==> src/rtl/ex_stage_fwd_mc.sv <==
// ex_stage_fwd_mc: RV32 execute stage with operand forwarding, a single-cycle ALU and an
// optional iterative shift-add multiplier, built only when EX_MUL_EN is defined.
module ex_stage_fwd_mc #(
  parameter int XLEN   = 32,
  parameter int NFWD   = 2,
  parameter int FSEL_W = $clog2(NFWD + 1)
) (
  input  logic                   clk,
  input  logic                   rst_n,
  input  logic                   flush,
  input  logic                   in_valid,
  output logic                   in_ready,
  input  logic [XLEN-1:0]        rs1_data,
  input  logic [XLEN-1:0]        rs2_data,
  input  logic [XLEN-1:0]        imm,
  input  logic                   alub_sel,
  input  logic [3:0]             alu_sel,
  input  logic [FSEL_W-1:0]      fwd_a,
  input  logic [FSEL_W-1:0]      fwd_b,
  input  logic [NFWD*XLEN-1:0]   fwd_data,
  input  logic [4:0]             rd_in,
  input  logic                   rd_we_in,
  output logic                   out_valid,
  output logic [XLEN-1:0]        out_alu_c,
  output logic                   out_branch,
  output logic [XLEN-1:0]        out_store,
  output logic [4:0]             out_rd,
  output logic                   out_rd_we,
  output logic                   out_illegal
);

  localparam int SHW = $clog2(XLEN);

  localparam logic [3:0] OP_ADD  = 4'd0;
  localparam logic [3:0] OP_SUB  = 4'd1;
  localparam logic [3:0] OP_AND  = 4'd2;
  localparam logic [3:0] OP_OR   = 4'd3;
  localparam logic [3:0] OP_XOR  = 4'd4;
  localparam logic [3:0] OP_SLL  = 4'd5;
  localparam logic [3:0] OP_SRL  = 4'd6;
  localparam logic [3:0] OP_SRA  = 4'd7;
  localparam logic [3:0] OP_SLT  = 4'd8;
  localparam logic [3:0] OP_SLTU = 4'd9;
  localparam logic [3:0] OP_BEQ  = 4'd10;
  localparam logic [3:0] OP_BNE  = 4'd11;
  localparam logic [3:0] OP_BLT  = 4'd12;
  localparam logic [3:0] OP_BGE  = 4'd13;
  localparam logic [3:0] OP_MUL  = 4'd14;

  // Handshake: an instruction transfers on a rising edge where in_valid & in_ready & ~flush;
  // upstream must hold it stable while in_ready is low. out_valid is a one-cycle pulse.
  logic accept;
  assign accept = in_valid & in_ready & ~flush;

  logic [XLEN-1:0] op_a, op_b, op_b_fwd;

  // Out-of-range selects fall back to the register file value.
  always_comb begin
    op_a     = rs1_data;
    op_b_fwd = rs2_data;
    for (int k = 1; k <= NFWD; k++) begin
      if (fwd_a == FSEL_W'(k)) op_a     = fwd_data[(k-1)*XLEN +: XLEN];
      if (fwd_b == FSEL_W'(k)) op_b_fwd = fwd_data[(k-1)*XLEN +: XLEN];
    end
    op_b = alub_sel ? imm : op_b_fwd;
  end

  logic [XLEN-1:0] diff, alu_res;
  logic [SHW-1:0]  shamt;
  logic            lt_s, lt_u, alu_br, alu_ill, is_mul;

  assign diff  = op_a - op_b;
  assign shamt = op_b[SHW-1:0];
  assign lt_s  = $signed(op_a) < $signed(op_b);
  assign lt_u  = op_a < op_b;

  always_comb begin
    alu_res = '0;
    alu_br  = 1'b0;
    alu_ill = 1'b0;
    is_mul  = 1'b0;
    case (alu_sel)
      OP_ADD:  alu_res = op_a + op_b;
      OP_SUB:  alu_res = diff;
      OP_AND:  alu_res = op_a & op_b;
      OP_OR:   alu_res = op_a | op_b;
      OP_XOR:  alu_res = op_a ^ op_b;
      OP_SLL:  alu_res = op_a << shamt;
      OP_SRL:  alu_res = op_a >> shamt;
      OP_SRA:  alu_res = $unsigned($signed(op_a) >>> shamt);
      OP_SLT:  alu_res = {{(XLEN-1){1'b0}}, lt_s};
      OP_SLTU: alu_res = {{(XLEN-1){1'b0}}, lt_u};
      OP_BEQ: begin
        alu_res = diff;
        alu_br  = (op_a == op_b);
      end
      OP_BNE: begin
        alu_res = diff;
        alu_br  = (op_a != op_b);
      end
      OP_BLT: begin
        alu_res = diff;
        alu_br  = lt_s;
      end
      OP_BGE: begin
        alu_res = diff;
        alu_br  = ~lt_s;
      end
      OP_MUL: begin
`ifdef EX_MUL_EN
        is_mul  = 1'b1;
`else
        alu_ill = 1'b1;
`endif
      end
      default: alu_ill = 1'b1;
    endcase
  end

  logic            mul_done;
  logic [XLEN-1:0] mul_res, mul_store;
  logic [4:0]      mul_rd;
  logic            mul_rd_we;

`ifdef EX_MUL_EN
  typedef enum logic {S_IDLE = 1'b0, S_MUL = 1'b1} state_e;

  state_e          state_q, state_d;
  logic [SHW-1:0]  cnt_q, cnt_d;
  logic [XLEN-1:0] mcand_q, mcand_d, mplier_q, mplier_d, acc_q, acc_d;
  logic [XLEN-1:0] mstore_q, mstore_d, acc_step;
  logic [4:0]      mrd_q, mrd_d;
  logic            mrd_we_q, mrd_we_d;

  always_ff @(posedge clk or negedge rst_n) begin
    if (!rst_n) begin
      state_q  <= S_IDLE;
      cnt_q    <= '0;
      mcand_q  <= '0;
      mplier_q <= '0;
      acc_q    <= '0;
      mstore_q <= '0;
      mrd_q    <= '0;
      mrd_we_q <= 1'b0;
    end else begin
      state_q  <= state_d;
      cnt_q    <= cnt_d;
      mcand_q  <= mcand_d;
      mplier_q <= mplier_d;
      acc_q    <= acc_d;
      mstore_q <= mstore_d;
      mrd_q    <= mrd_d;
      mrd_we_q <= mrd_we_d;
    end
  end

  // One shift-add step per MUL cycle; the final step's sum goes straight to the output register.
  always_comb begin
    state_d  = state_q;
    cnt_d    = cnt_q;
    mcand_d  = mcand_q;
    mplier_d = mplier_q;
    acc_d    = acc_q;
    mstore_d = mstore_q;
    mrd_d    = mrd_q;
    mrd_we_d = mrd_we_q;
    mul_done = 1'b0;
    acc_step = acc_q + (mplier_q[0] ? mcand_q : '0);
    case (state_q)
      S_IDLE: begin
        if (accept && is_mul) begin
          state_d  = S_MUL;
          cnt_d    = '0;
          mcand_d  = op_a;
          mplier_d = op_b;
          acc_d    = '0;
          mstore_d = op_b_fwd;
          mrd_d    = rd_in;
          mrd_we_d = rd_we_in;
        end
      end
      S_MUL: begin
        if (flush) begin
          state_d = S_IDLE;
        end else begin
          acc_d    = acc_step;
          mcand_d  = mcand_q << 1;
          mplier_d = mplier_q >> 1;
          cnt_d    = cnt_q + SHW'(1);
          if (cnt_q == SHW'(XLEN - 1)) begin
            state_d  = S_IDLE;
            mul_done = 1'b1;
          end
        end
      end
    endcase
  end

  assign in_ready  = (state_q == S_IDLE);
  assign mul_res   = acc_step;
  assign mul_store = mstore_q;
  assign mul_rd    = mrd_q;
  assign mul_rd_we = mrd_we_q;
`else
  assign in_ready  = 1'b1;
  assign mul_done  = 1'b0;
  assign mul_res   = '0;
  assign mul_store = '0;
  assign mul_rd    = '0;
  assign mul_rd_we = 1'b0;
`endif

  logic            out_valid_q, out_valid_d;
  logic [XLEN-1:0] out_alu_c_q, out_alu_c_d;
  logic            out_branch_q, out_branch_d;
  logic [XLEN-1:0] out_store_q, out_store_d;
  logic [4:0]      out_rd_q, out_rd_d;
  logic            out_rd_we_q, out_rd_we_d;
  logic            out_illegal_q, out_illegal_d;

  // Payload holds between results; only valid and write-enable drop back to zero.
  always_comb begin
    out_valid_d   = 1'b0;
    out_rd_we_d   = 1'b0;
    out_alu_c_d   = out_alu_c_q;
    out_branch_d  = out_branch_q;
    out_store_d   = out_store_q;
    out_rd_d      = out_rd_q;
    out_illegal_d = out_illegal_q;
    if (mul_done) begin
      out_valid_d   = 1'b1;
      out_alu_c_d   = mul_res;
      out_branch_d  = 1'b0;
      out_store_d   = mul_store;
      out_rd_d      = mul_rd;
      out_rd_we_d   = mul_rd_we;
      out_illegal_d = 1'b0;
    end else if (accept && !is_mul) begin
      out_valid_d   = 1'b1;
      out_alu_c_d   = alu_res;
      out_branch_d  = alu_br;
      out_store_d   = op_b_fwd;
      out_rd_d      = rd_in;
      out_rd_we_d   = rd_we_in & ~alu_ill;
      out_illegal_d = alu_ill;
    end
  end

  always_ff @(posedge clk or negedge rst_n) begin
    if (!rst_n) begin
      out_valid_q   <= 1'b0;
      out_alu_c_q   <= '0;
      out_branch_q  <= 1'b0;
      out_store_q   <= '0;
      out_rd_q      <= '0;
      out_rd_we_q   <= 1'b0;
      out_illegal_q <= 1'b0;
    end else begin
      out_valid_q   <= out_valid_d;
      out_alu_c_q   <= out_alu_c_d;
      out_branch_q  <= out_branch_d;
      out_store_q   <= out_store_d;
      out_rd_q      <= out_rd_d;
      out_rd_we_q   <= out_rd_we_d;
      out_illegal_q <= out_illegal_d;
    end
  end

  assign out_valid   = out_valid_q;
  assign out_alu_c   = out_alu_c_q;
  assign out_branch  = out_branch_q;
  assign out_store   = out_store_q;
  assign out_rd      = out_rd_q;
  assign out_rd_we   = out_rd_we_q;
  assign out_illegal = out_illegal_q;

endmodule
==> config.mk <==
export PLATFORM = sky130hd
export DESIGN_NAME = ex_stage_fwd_mc
export DESIGN_NICKNAME = d
export VERILOG_FILES = /design/src/rtl/ex_stage_fwd_mc.sv
export SDC_FILE = /design/constraint.sdc
export NUM_CORES = 1
export LEC_CHECK = 0
export ABC_AREA = 1
export BUFFER_PORTS_ARGS = -buffer_cell sky130_fd_sc_hd__buf_2
export CAP_MARGIN = 40
export CORE_MARGIN = 2
export CORE_UTILIZATION = 57
export CTS_CLUSTER_DIAMETER = 60
export DETAILED_ROUTE_END_ITERATION = 12
export GPL_TIMING_DRIVEN = 0
export PLACE_DENSITY = 0.87
export SETUP_SLACK_MARGIN = 0.1
export SLEW_MARGIN = 20
export SYNTH_ARGS = -nofsm -noshare
export SYNTH_HDL_FRONTEND = slang
export SYNTH_SLANG_ARGS = --single-unit
export TNS_END_PERCENT = 20
==> constraint.sdc <==
create_clock -name clk -period 1.6 [get_ports clk]
set_input_delay 0.32 -clock clk [delete_from_list [all_inputs] [get_ports clk]]
set_output_delay 0.32 -clock clk [all_outputs]
set_load 0.05 [all_outputs]
==> flow_metrics.py, run 1 <==
metrics = {
    "run_status": {
        "status": "stopped before the end",
        "lastStage": "5_1_grt",
        "error": "[ERROR GRT-0116] Global routing finished with congestion. Check the congestion regions in the DRC Viewer.",
    },
    "cts": {
        "numCtsBuffers": 9,
        "cts.htree.levels": 3,
        "clock_sinks": 73,
        "cts-root-buf": "clkbuf_16",
        "cts_buffer_depth": 2,
    },
    "floorplan": {
        "io_pins": 253,
        "rows": 57,
        "die_h_um": 162,
        "initial_utilization": 0.583,
        "die_w_um": 162,
    },
    "placed_design": {
        "dp_hpwl_mm": 58.3,
        "pre_cts_slack_ns": -2.90,
        "port_buffers": 250,
        "dpl_cell_area_um2": 16200,
        "gp_congestion": 1.42,
    },
    "synth": {
        "syn_nets": 2854,
        "yosys_most_used_dff": "dfrtp_1",
        "avgSynthCellArea_um2": 5.54,
        "yosysSeqAreaShare": 0.128,
        "async_flop_share": 1.00,
        "syn_area_um2": 14300,
        "synth-edff-count": 0,
        "synth_cell_types": 53,
        "yosysWarnings": 0,
        "ys_ff_latch": 73,
        "netlist_instances": 2576,
    },
    "global_route": {
        "grt_pass1_vias": 23700,
        "grt_max_degree": 43,
        "grt_usage": 0.696,
        "grt-ovfl-total": 26,
        "grt_pass1_wl_mm": 140,
    },
}
-- metrics by stage --
stage | std cells | utilization
4_1_cts | 3263 | 0.782
3_5_place_dp | 3151 | 0.663
3_3_place_gp | 3150 | 0.662
2_1_floorplan | 2576 | -
-- logic make-up after synthesis --
group,Yosys count,synth area share
XOR/XNOR,8,0.00491
other,1,0.000263
flip-flops,73,0.128
buffers and inverters,380,0.114
AND/OR/NAND/NOR,1598,0.503
adder cells (fa/ha/maj),99,0.0879
AO/OA/AOI/OAI,417,0.162
-- routing by layer --
metal,overflow,GRT usage
met2,12,0.847
met1,0,0.696
met5,0,0.297
met4,13,0.689
met3,1,0.553
-- cell usage after synthesis, types with 3 or more instances --
cell	n	area, um2
a211oi_1	9	67.6
a21boi_0	3	22.5
a21o_1	3	22.5
a21oi_1	128	641
a221oi_1	6	52.6
buf_1	4	15.0
buf_2	39	195
buf_4	17	128
buf_6	11	124
clkbuf_1	55	206
dfrtp_1	73	1830
ha_1	97	1210
inv_1	235	882
inv_2	16	60.1
nand2_1	802	3010
nand2_2	33	206
nand2_4	5	56.3
nand3_1	438	2190
nand3_2	30	300
nand3_4	4	70.1
nand3b_1	5	37.5
nand4_1	25	156
nor2_1	192	721
nor2_2	5	31.3
nor2_4	6	67.6
nor3_1	16	80.1
nor4_1	8	50.1
o211ai_1	8	60.1
o21a_1	6	45.0
o21ai_0	191	956
o21ai_1	12	60.1
o21ai_2	10	87.6
o221ai_1	9	78.8
o22ai_1	21	131
or2_1	14	87.6
or2_2	9	56.3
xor2_1	8	70.1
-- what timing repair did --
item                       4_1_cts
pin swaps                      149
hold endpoints to repair        31
hold buffers                     1
buffers inserted                96
setup endpoints to repair       47
cloned                           3
gates resized for setup        527
==> run 2: changes to the inputs <==
- CORE_UTILIZATION: 57 -> 40
- CTS_CLUSTER_DIAMETER: 60 -> not set
- PLACE_DENSITY: 0.87 -> not set
- PLACE_DENSITY_LB_ADDON: not set -> 0.15
- SETUP_SLACK_MARGIN: 0.1 -> not set
==> run 2 against run 1 <==
Compared with the run above:
- the flow now finishes, with violations (setup timing)
- area after synthesis unchanged
- synthesized cell count is the same
==> flow_metrics.py, run 2 <==
metrics = {
    "run_status": {
        "status": "complete, but fails checks",
        "violations": "setup timing",
    },
    "finish": {
        "drive_gt1_frac": 0.365,
        "nFillCells": 3488,
        "area_delta_synth_final_pct": 46.0,
        "nets": 3239,
        "final_core_util": 0.590,
        "final_cell_mix": "736 x nand2_1, 389 x nand3_1, 270 x buf_2",
        "final_common_cell": "nand2_1",
    },
    "cts": {
        "cts-root-buf": "clkbuf_16",
        "cts_buffer_depth": 2,
        "cts.htree.levels": 3,
        "clkSlewWorstSetupHoldPaths_ns": 0.07,
        "clock_sinks": 73,
        "clk_latency_ns": 0.37,
        "cts_tree": "built",
        "numCtsBuffers": 9,
    },
    "synth": {
        "synth_top_cell_area_share": 0.211,
        "synthXorXnorAreaFrac": 0.00491,
        "netlist_instances": 2576,
        "synth-edff-count": 0,
        "yosysTopAreaCell": "nand2_1",
        "yosysSeqAreaShare": 0.128,
        "synth.most_common_cell": "nand2_1",
        "yosys_most_used_dff": "dfrtp_1",
        "synthSimpleGateAreaFrac": 0.503,
        "syn_area_um2": 14300,
        "synth_top_family_by_area": "simple AND/OR/NAND/NOR gates",
        "yosysWarnings": 0,
        "synth_common_cells": "802 x nand2_1, 438 x nand3_1, 235 x inv_1",
        "synth.area.top_cells": "nand2_1 21%, nand3_1 15%, dfrtp_1 13%",
        "synth_cell_types": 53,
        "syn_nets": 2854,
        "synth-compound-area-share": 0.162,
        "async_flop_share": 1.00,
        "avgSynthCellArea_um2": 5.54,
        "yosys-mux-area-fraction": 0,
        "ys_ff_latch": 73,
        "synth_fa_ha_area_frac": 0.0879,
    },
    "floorplan": {
        "dieArea_um2": 37200,
        "initial_utilization": 0.404,
        "die_w_um": 193,
        "core_area_um2": 35300,
        "io_pins": 253,
        "die_h_um": 193,
        "rows": 69,
    },
    "global_route": {
        "grt-ovfl-total": 0,
        "grt_pass1_wl_mm": 128,
        "grt_max_degree": 42,
        "grt_pass1_vias": 19900,
        "grt_usage": 0.476,
        "antenna_found_initial": 4,
    },
    "route": {
        "dr_wl_met3_mm": 13.2,
        "dr.first_iter.drc_count": 3130,
        "met1_length_mm": 34.2,
        "dr.pass1.iters": 6,
        "top_layer": "met5",
        "ant_nets": 0,
        "dr_wl_met2_mm": 37.2,
        "viasPerCell": 6.29,
        "remaining_drc_errors": 0,
        "drt-total-wl_mm": 93.2,
        "vias": 21600,
        "detail_route.wl_per_cell_um": 27.2,
    },
    "worst_hold_path": {
        "hold_class": "input port to flop",
        "min_to": "out_rd[2]",
        "worstHoldStart": "rd_in[2]",
        "whs_path_depth": 3,
    },
    "power": {
        "cellPowerDensity_nw_per_um2": 862,
        "peakVddDrop_mv": 1.30,
        "p_leak_nw": 10.1,
    },
    "timing": {
        "finalMaxSlewViolations": 0,
        "setup_viol": 33,
        "fmax_mhz": 308,
        "setup_slack_ns": -1.65,
        "relSlewSlack": 0.296,
        "hold_viol": 0,
        "min_period_ns": 3.25,
        "min_period_over_period": 2.03,
        "max_slew.worst_pin.slew_ns": 1.06,
        "rsz0062_at_grt": "yes",
        "fin_worst_skew_ns": 0,
    },
    "worst_setup_path": {
        "cp.arrival_ns": 3.51,
        "timing.rr.start": "out_store[28]",
        "reg2reg_slack_ns": 0.86,
        "worstPathRequired_ns": 1.86,
        "r2r_end": "out_store[28]",
        "worst-r2r-cell-count": 2,
        "path_max_fanout": 6,
        "criticalPathCategory": "input port to flop",
        "end_kind": "flop",
        "cp-start-kind": "input port",
    },
    "placed_design": {
        "pre_cts_slack_ns": -3.18,
        "dp_hpwl_mm": 71.1,
        "port_buffers": 250,
        "gp_congestion": 1.09,
    },
    "flow_run": {
        "maxCapViolations": 0,
    },
}
## run 2: cell counts after synthesis
No cell type changed its count.
## run 2: worst max-delay path: stages
cell and delay [ns]:
buf_12 0.12, inv_16 0.06, nand2_8 0.05, buf_12 0.14, clkbuf_16 0.16, buf_6 0.14, nand3_2 0.09, o21ai_4 0.07
o21ai_4 0.14, buf_12 0.15, ha_4 0.22, buf_6 0.16, nand2_4 0.09, inv_4 0.05, a21oi_4 0.20, o21ai_4 0.13
buf_12 0.14, a21oi_4 0.19, nand3b_1 0.18, nand3_1 0.09, nand3_1 0.11, nand4_1 0.29, nand2_1 0.14, nand2_1 0.06
## run 2: area by class of cell
type	instances	area, um2	area share
antenna	3	7.51	0.000360
buffer	114	1010	0.0485
clock buffer	9	225	0.0108
clock inverter	7	78.8	0.00378
inverter	253	1060	0.0510
multi-input combinational	2123	13500	0.650
sequential	73	1830	0.0877
tap	461	577	0.0277
timing repair buffer	387	2500	0.120
## run 2: power breakdown
| group | internal (W) | total (W) | switching, W | leakage [nW] |
|---|---|---|---|---|
| sequential | 0.00218 | 0.00238 | 0.000208 | 0.921 |
| clock | 0.00122 | 0.00215 | 0.000929 | 0.139 |
| combinational | 0.00415 | 0.0134 | 0.00927 | 9.06 |
| total | 0.00755 | 0.0180 | 0.0104 | 10.1 |
## run 2: metrics by stage
stage / setup TNS [ns] / power, W / instances / area, um2 / hold slack, ns
after detailed placement: -98.99 / 0.0121 / 3291 / 16400 / 0.329
after floorplan: -37.98 / 0.00867 / 2576 / 14500 / 0.0244
after CTS: -46.26 / 0.0158 / 3364 / 19000 / 0.137
after global routing: -53.50 / 0.0185 / 3428 / 20800 / 0.148
after global placement: -144.35 / 0.0121 / 3287 / 16400 / 0.454
final: -49.87 / 0.0180 / 3430 / 20800 / 0.139
## run 2: worst max-delay path by stage
stage          startpoint             to  slack, ns
3_3_place_gp     fwd_b[0]  out_alu_c[24]      -3.38
5_1_grt          fwd_b[0]  out_alu_c[10]      -1.90
3_5_place_dp     fwd_b[0]  out_alu_c[25]      -3.18
2_1_floorplan    fwd_b[0]  out_alu_c[25]      -1.26
6_report         fwd_b[0]  out_alu_c[31]      -1.65
4_1_cts          fwd_b[0]  out_alu_c[17]      -1.52
## run 2: cell families (layout without fill, tap and decap cells)
kind of cell,count (synthesis),in the layout
AND/OR/NAND/NOR,1598,1598
AO/OA/AOI/OAI,417,417
buffers and inverters,380,770
adder cells (fa/ha/maj),99,99
flip-flops,73,73
XOR/XNOR,8,8
other,1,4
## run 2: per-layer routing
| metal | vias up | global-route usage |
|---|---|---|
| met1 | 9931 | 0.581 |
| met5 | - | 0 |
| li1 | 9311 | - |
| met3 | 507 | 0.159 |
| met2 | 1827 | 0.696 |
| met4 | 6 | 0.343 |
## run 2: what timing repair did
| action | 4_1_cts | 5_1_grt |
|---|---|---|
| pin swaps | 98 | 176 |
| hold buffers | 1 | 0 |
| cloned | 2 | 3 |
| resized for setup | 483 | 360 |
| endpoints found under the hold margin | 32 | 0 |
| setup endpoints to repair | 34 | 34 |
| buffers inserted | 65 | 63 |
No activity file was read; power rests on OpenSTA's default activity.
